`config.mk`:
```
export PLATFORM = sky130hd
export DESIGN_NAME = pulse_gen_array
export DESIGN_NICKNAME = d
export VERILOG_FILES = /design/src/rtl/pulse_pkg.sv /design/src/rtl/pulse_gen_ch.sv /design/src/rtl/pulse_gen_array.sv
export SDC_FILE = /design/constraint.sdc
export NUM_CORES = 1
export LEC_CHECK = 0
export ABC_AREA = 1
export CORE_AREA = 8 8 53 51
export DETAILED_ROUTE_END_ITERATION = 12
export DIE_AREA = 0 0 61 59
export PLACE_DENSITY = 0.82
export SLEW_MARGIN = 20
export SYNTH_ARGS = -nofsm -noshare
export SYNTH_HDL_FRONTEND = slang
export SYNTH_SLANG_ARGS = --single-unit
export TNS_END_PERCENT = 20
```
`constraint.sdc`:
```
create_clock -name clk -period 2.2 [get_ports clk]
set_input_delay 0.33 -clock clk [delete_from_list [all_inputs] [get_ports clk]]
set_output_delay 0.33 -clock clk [all_outputs]
set_load 0.03 [all_outputs]
```
`src/rtl/pulse_pkg.sv`:
```
// Shared edge-mode encoding and parameter limits for the pulse generator array.
package pulse_pkg;

    typedef enum logic [1:0] {
        EDGE_RISE = 2'b00,
        EDGE_FALL = 2'b01,
        EDGE_BOTH = 2'b10,
        EDGE_OFF  = 2'b11
    } edge_mode_t;

    localparam int unsigned MAX_N_CH        = 32;
    localparam int unsigned MAX_PULSE_W     = 255;
    localparam int unsigned MAX_SYNC_STAGES = 3;

    function automatic logic edge_hit(input edge_mode_t mode, input logic rise, input logic fall);
        case (mode)
            EDGE_RISE: return rise;
            EDGE_FALL: return fall;
            EDGE_BOTH: return rise | fall;
            default:   return 1'b0;
        endcase
    endfunction

endpackage

```
`src/rtl/pulse_gen_ch.sv`:
```
// One level-to-pulse channel: optional synchroniser, edge select, pulse counter,
// retrigger policy and sticky overrun flag.
module pulse_gen_ch
    import pulse_pkg::*;
#(
    parameter int unsigned PULSE_W     = 1,
    parameter int unsigned SYNC_STAGES = 0,
    parameter int unsigned RETRIG      = 0,
    parameter int unsigned CNT_W       = $clog2(PULSE_W + 1)
) (
    input  logic       clk,
    input  logic       reset_n,
    input  logic       lvl_sig,
    input  logic [1:0] edge_mode,
    input  logic       ovr_clr,
    output logic       pulse_sig,
    output logic       busy,
    output logic       overrun
);

    localparam logic [CNT_W-1:0] CNT_LOAD = CNT_W'(PULSE_W);
    localparam logic [CNT_W-1:0] CNT_ONE  = CNT_W'(1);

    logic             s;
    logic             hist_q;
    logic             primed_q;
    logic             pulse_q;
    logic             ovr_q;
    logic [CNT_W-1:0] cnt_q;
    logic [CNT_W-1:0] cnt_d;
    logic             hit;
    logic             edge_det;
    logic             ovr_set;

    generate
        if (SYNC_STAGES == 0) begin : g_nosync
            assign s = lvl_sig;
        end else begin : g_sync
            logic [SYNC_STAGES-1:0] sync_q;

            always_ff @(posedge clk) begin
                if (!reset_n) begin
                    sync_q <= '0;
                end else begin
                    sync_q[0] <= lvl_sig;
                    for (int unsigned i = 1; i < SYNC_STAGES; i++) begin
                        sync_q[i] <= sync_q[i-1];
                    end
                end
            end

            assign s = sync_q[SYNC_STAGES-1];
        end
    endgenerate

    // A non-retriggerable edge arriving while the counter runs (even on its
    // last cycle) is dropped but still lets the counter continue to drain.
    always_comb begin
        hit      = edge_hit(edge_mode_t'(edge_mode), s & ~hist_q, ~s & hist_q);
        edge_det = primed_q & hit;
        ovr_set  = 1'b0;
        cnt_d    = cnt_q;
        if (edge_det && (cnt_q == '0 || RETRIG != 0)) begin
            cnt_d = CNT_LOAD;
        end else begin
            if (cnt_q != '0) begin
                cnt_d = cnt_q - CNT_ONE;
            end
            ovr_set = edge_det;
        end
    end

    always_ff @(posedge clk) begin
        if (!reset_n) begin
            hist_q   <= 1'b0;
            primed_q <= 1'b0;
            cnt_q    <= '0;
            pulse_q  <= 1'b0;
            ovr_q    <= 1'b0;
        end else begin
            hist_q   <= s;
            primed_q <= 1'b1;
            cnt_q    <= cnt_d;
            pulse_q  <= (cnt_d != '0);
            if (ovr_set) begin
                ovr_q <= 1'b1;
            end else if (ovr_clr) begin
                ovr_q <= 1'b0;
            end
        end
    end

    assign pulse_sig = pulse_q;
    assign busy      = pulse_q;
    assign overrun   = ovr_q;

endmodule

```
`src/rtl/pulse_gen_array.sv`:
```
// N_CH independent level-to-pulse channels; this level only slices the buses.
module pulse_gen_array
    import pulse_pkg::*;
#(
    parameter int unsigned N_CH        = 4,
    parameter int unsigned PULSE_W     = 1,
    parameter int unsigned SYNC_STAGES = 0,
    parameter int unsigned RETRIG      = 0
) (
    input  logic              clk,
    input  logic              reset_n,
    input  logic [N_CH-1:0]   lvl_sig,
    input  logic [2*N_CH-1:0] edge_mode,
    input  logic [N_CH-1:0]   ovr_clr,
    output logic [N_CH-1:0]   pulse_sig,
    output logic [N_CH-1:0]   busy,
    output logic [N_CH-1:0]   overrun
);

    localparam int unsigned CNT_W = $clog2(PULSE_W + 1);

    generate
        if (N_CH < 1 || N_CH > MAX_N_CH) begin : g_bad_n_ch
            $error("pulse_gen_array: N_CH out of range 1..32");
        end
        if (PULSE_W < 1 || PULSE_W > MAX_PULSE_W) begin : g_bad_pulse_w
            $error("pulse_gen_array: PULSE_W out of range 1..255");
        end
        if (SYNC_STAGES > MAX_SYNC_STAGES) begin : g_bad_sync
            $error("pulse_gen_array: SYNC_STAGES out of range 0..3");
        end
        if (RETRIG > 1) begin : g_bad_retrig
            $error("pulse_gen_array: RETRIG must be 0 or 1");
        end

        for (genvar i = 0; i < N_CH; i++) begin : g_ch
            pulse_gen_ch #(
                .PULSE_W     (PULSE_W),
                .SYNC_STAGES (SYNC_STAGES),
                .RETRIG      (RETRIG),
                .CNT_W       (CNT_W)
            ) u_ch (
                .clk       (clk),
                .reset_n   (reset_n),
                .lvl_sig   (lvl_sig[i]),
                .edge_mode (edge_mode[2*i +: 2]),
                .ovr_clr   (ovr_clr[i]),
                .pulse_sig (pulse_sig[i]),
                .busy      (busy[i]),
                .overrun   (overrun[i])
            );
        end
    endgenerate

endmodule

```
==> results.py <==
metrics = {
    "global_route": {
        "grt_pass1_vias": 629,
        "grt_pass1_wl_mm": 2.553,
        "grt_max_degree": 9,
        "grt_overflow_total": 0,
        "antenna_found_initial": 0,
        "grt_usage_pct": 9.401,
    },
    "logic_synthesis": {
        "yosys.area.top_type_share_pct": 33.60,
        "synth-seq-cells": 13,
        "synth_cells": 107,
        "synth_area_per_cell_um2": 7.238,
        "ys_warn_count": 0,
        "synth_area_um2": 774.5,
        "synth_top_area_cell": "dfxtp_1",
        "synthesis.nets": 133,
        "synth.area.top_cells": "dfxtp_1 (34%), inv_1 (15%), ha_1 (13%)",
        "synth_cell_types": 15,
        "yosysSeqAreaShare_pct": 33.60,
    },
    "worst_setup_path": {
        "path_max_fanout": 4,
        "max_stage_delay_ns": 0.71,
        "worstPathRequired_ns": 1.87,
        "end_kind": "output port",
        "rr_startpoint": "g_ch[0].u_ch.hist_q$_SDFF_PN0_",
        "reg2reg_setup_slack_ns": 1.13,
        "reg2reg_to": "g_ch[0].u_ch.busy$_SDFF_PN0_",
        "cp.arrival_ns": 1.37,
        "r2r_cells": 4,
        "crit_type": "reg -> out",
        "crit_chain": "clkdlybuf4s50_1",
        "critical-path-top-delay-family": "buffers and inverters",
        "start_kind": "flip-flop",
        "cp_num_buf_inv": 1,
        "cp_slowest_cell": "clkdlybuf4s50_1",
    },
    "drt": {
        "avgRoutedWirePerCell_um": 10.14,
        "vias": 645,
        "ant_nets": 0,
        "drtIter0Drc": 14,
        "wl_mm": 1.552,
        "via_per_inst": 4.216,
        "drcViolationCount": 0,
        "drt_pass1_iterations": 4,
    },
    "sta": {
        "setup_viol": 0,
        "timing_hold_violations_final": 0,
        "timing.final.crit_share_pct": 77.27,
        "worstMarginPinSlew_ns": 0.3306,
        "skew_ns": 0.0005707,
        "max_slew_margin_pct": 77.89,
        "slew_violations": 0,
        "holdWs_ns": 0.4634,
        "layout_setup_ws_ns": 0.5000,
        "rsz0062_at_grt": "no",
        "setup_tns_ns": 0,
        "period_needed_ns": 1.700,
        "max_freq_mhz": 588.2,
    },
    "pwr": {
        "ir_drop_mv": 0.3712,
        "power_mw": 0.4940,
        "p_seq_share_pct": 50.5,
        "power.leakage_nw": 0.5328,
        "p_int_mw": 0.3668,
        "powerDensity_nw_per_um2": 478.5,
        "clkPwrFrac_pct": 29.0,
        "swShare_pct": 25.74,
        "combPwrFrac_pct": 20.4,
        "p_sw_mw": 0.1271,
    },
    "placement": {
        "pre_cts_ws_ns": 0.5084,
        "dp_hpwl_mm": 1.338,
        "port_buffers": 29,
        "placed_area_um2": 1006,
        "dp_cells": 149,
        "gp_congestion": 0.6779,
    },
    "floorplan": {
        "io-pin-count": 30,
        "fp.dieW_um": 61,
        "start_util_pct": 42.54,
        "rows": 15,
        "die_area_um2": 3599,
        "core_area_um2": 1821,
        "die_height_um": 59,
    },
    "clock_network": {
        "htree_num_levels": 1,
        "numCtsBuffers": 3,
        "ctsHoldBuffers": 0,
        "clock_path_buffers": 2,
        "post-cts-setup-buffers": 0,
        "tritoncts": "done",
        "clk_pin_slew_ns": 0.07,
        "clock-sinks": 13,
        "clk_latency_ns": 0.27,
        "ctsResizeCount": 0,
        "cts_root_buf": "clkbuf_4",
    },
    "hold_path": {
        "hp-class": "reg -> reg",
        "whs_endpoint": "g_ch[3].u_ch.overrun$_SDFFE_PN0P_",
        "min_from": "g_ch[3].u_ch.overrun$_SDFFE_PN0P_",
        "hold_depth": 2,
    },
    "cells_and_area": {
        "fin_area_um2": 1032,
        "antennaDiodeCount": 0,
        "final_core_util_pct": 56.70,
        "area_growth_pct": 33.28,
        "fin_nets": 155,
        "stdcell_count": 153,
        "nFillCells": 183,
        "drive_gt1_share_pct": 5.469,
    },
    "run": {
        "maxCapViolCount": 0,
    },
    "status": {
        "status": "finished, final reports clean",
    },
}
-- power by group through the flow --
stage                     Sequential, mW  Clock (mW)  Combinational, mW
final                              0.250       0.143              0.101
after global routing               0.251       0.157              0.113
after CTS                          0.250       0.147              0.103
after detailed placement           0.255           0              0.102
after global placement             0.255           0             0.0978
after floorplan                    0.254           0             0.0551
-- layer usage --
metal / GRT usage, % / vias to the layer above / part of all wire (%)
met3: 4.555 / 2 / 8.8
met5: 0 / - / 0
met1: 8.820 / 279 / 41
met2: 16.74 / 20 / 49
li1: - / 344 / -
met4: 3.987 / 0 / 1.1
-- cells by family after synthesis --
| family | share of synthesized area, % |
|---|---|
| compound gates | 4.846 |
| fa+ha+maj | 12.92 |
| flops | 33.60 |
| simple gates | 21.97 |
| buf+inv | 26.66 |
-- tightest hold or removal path, stage by stage, from the launching register on --
cell,delay (ns)
dfxtp_1,0.31
nand2_1,0.06
a21oi_1,0.05
-- cells in the mapped netlist --
master / instances
nand3_1: 6
a21oi_1: 3
nor2_1: 2
nor3b_1: 3
a21oi_2: 1
inv_1: 31
nand3_2: 1
o21ai_2: 1
nand2_1: 23
buf_4: 12
dfxtp_1: 13
nand2_2: 1
nand3b_1: 1
ha_1: 8
o21ai_0: 1
-- cells in the final DEF, fill, tap and decap left out, types with 2 or more instances in the layout --
cell type | synthesis | final
clkbuf_4 | 0 | 3
clkdlybuf4s50_1 | 0 | 29
inv_1 | 31 | 31
nor2_1 | 2 | 2
nand3_1 | 6 | 6
nand2_1 | 23 | 23
a21oi_1 | 3 | 3
ha_1 | 8 | 8
nor3b_1 | 3 | 3
dfxtp_1 | 13 | 13
-- worst max path at each step --
stage | startpoint | end | slack (ns) | depth (start not counted)
2_1_floorplan | lvl_sig[0] | g_ch[0].u_ch.overrun$_SDFFE_PN0P_ | 1.14 | 5
3_3_place_gp | lvl_sig[0] | g_ch[0].u_ch.overrun$_SDFFE_PN0P_ | 0.58 | 6
3_5_place_dp | lvl_sig[0] | g_ch[0].u_ch.busy$_SDFF_PN0_ | 0.51 | 6
4_1_cts | g_ch[0].u_ch.busy$_SDFF_PN0_ | pulse_sig[0] | 0.49 | 1
5_1_grt | g_ch[3].u_ch.cnt_q$_SDFF_PN0_ | busy[3] | 0.46 | 1
6_report | g_ch[0].u_ch.busy$_SDFF_PN0_ | pulse_sig[0] | 0.50 | 1
-- final cells by class --
cell class	instances	area, um2	share of cell area [%]
multi-input cells	51	307.8	29.82
repair buffers	29	290.3	28.12
flip-flops and latches	13	260.3	25.21
inverters	31	116.4	11.27
well taps	25	31.28	3.030
clock buffers	4	26.28	2.545
-- registers in the layout, summed over array words and instances, names as in the netlist --
name and count:
g_ch.u_ch.primed_q 1, g_ch.u_ch.hist_q 4, g_ch.u_ch.cnt_q 1, g_ch.u_ch.overrun 4
g_ch.u_ch.busy 3
(Power assumes the default switching activity.)
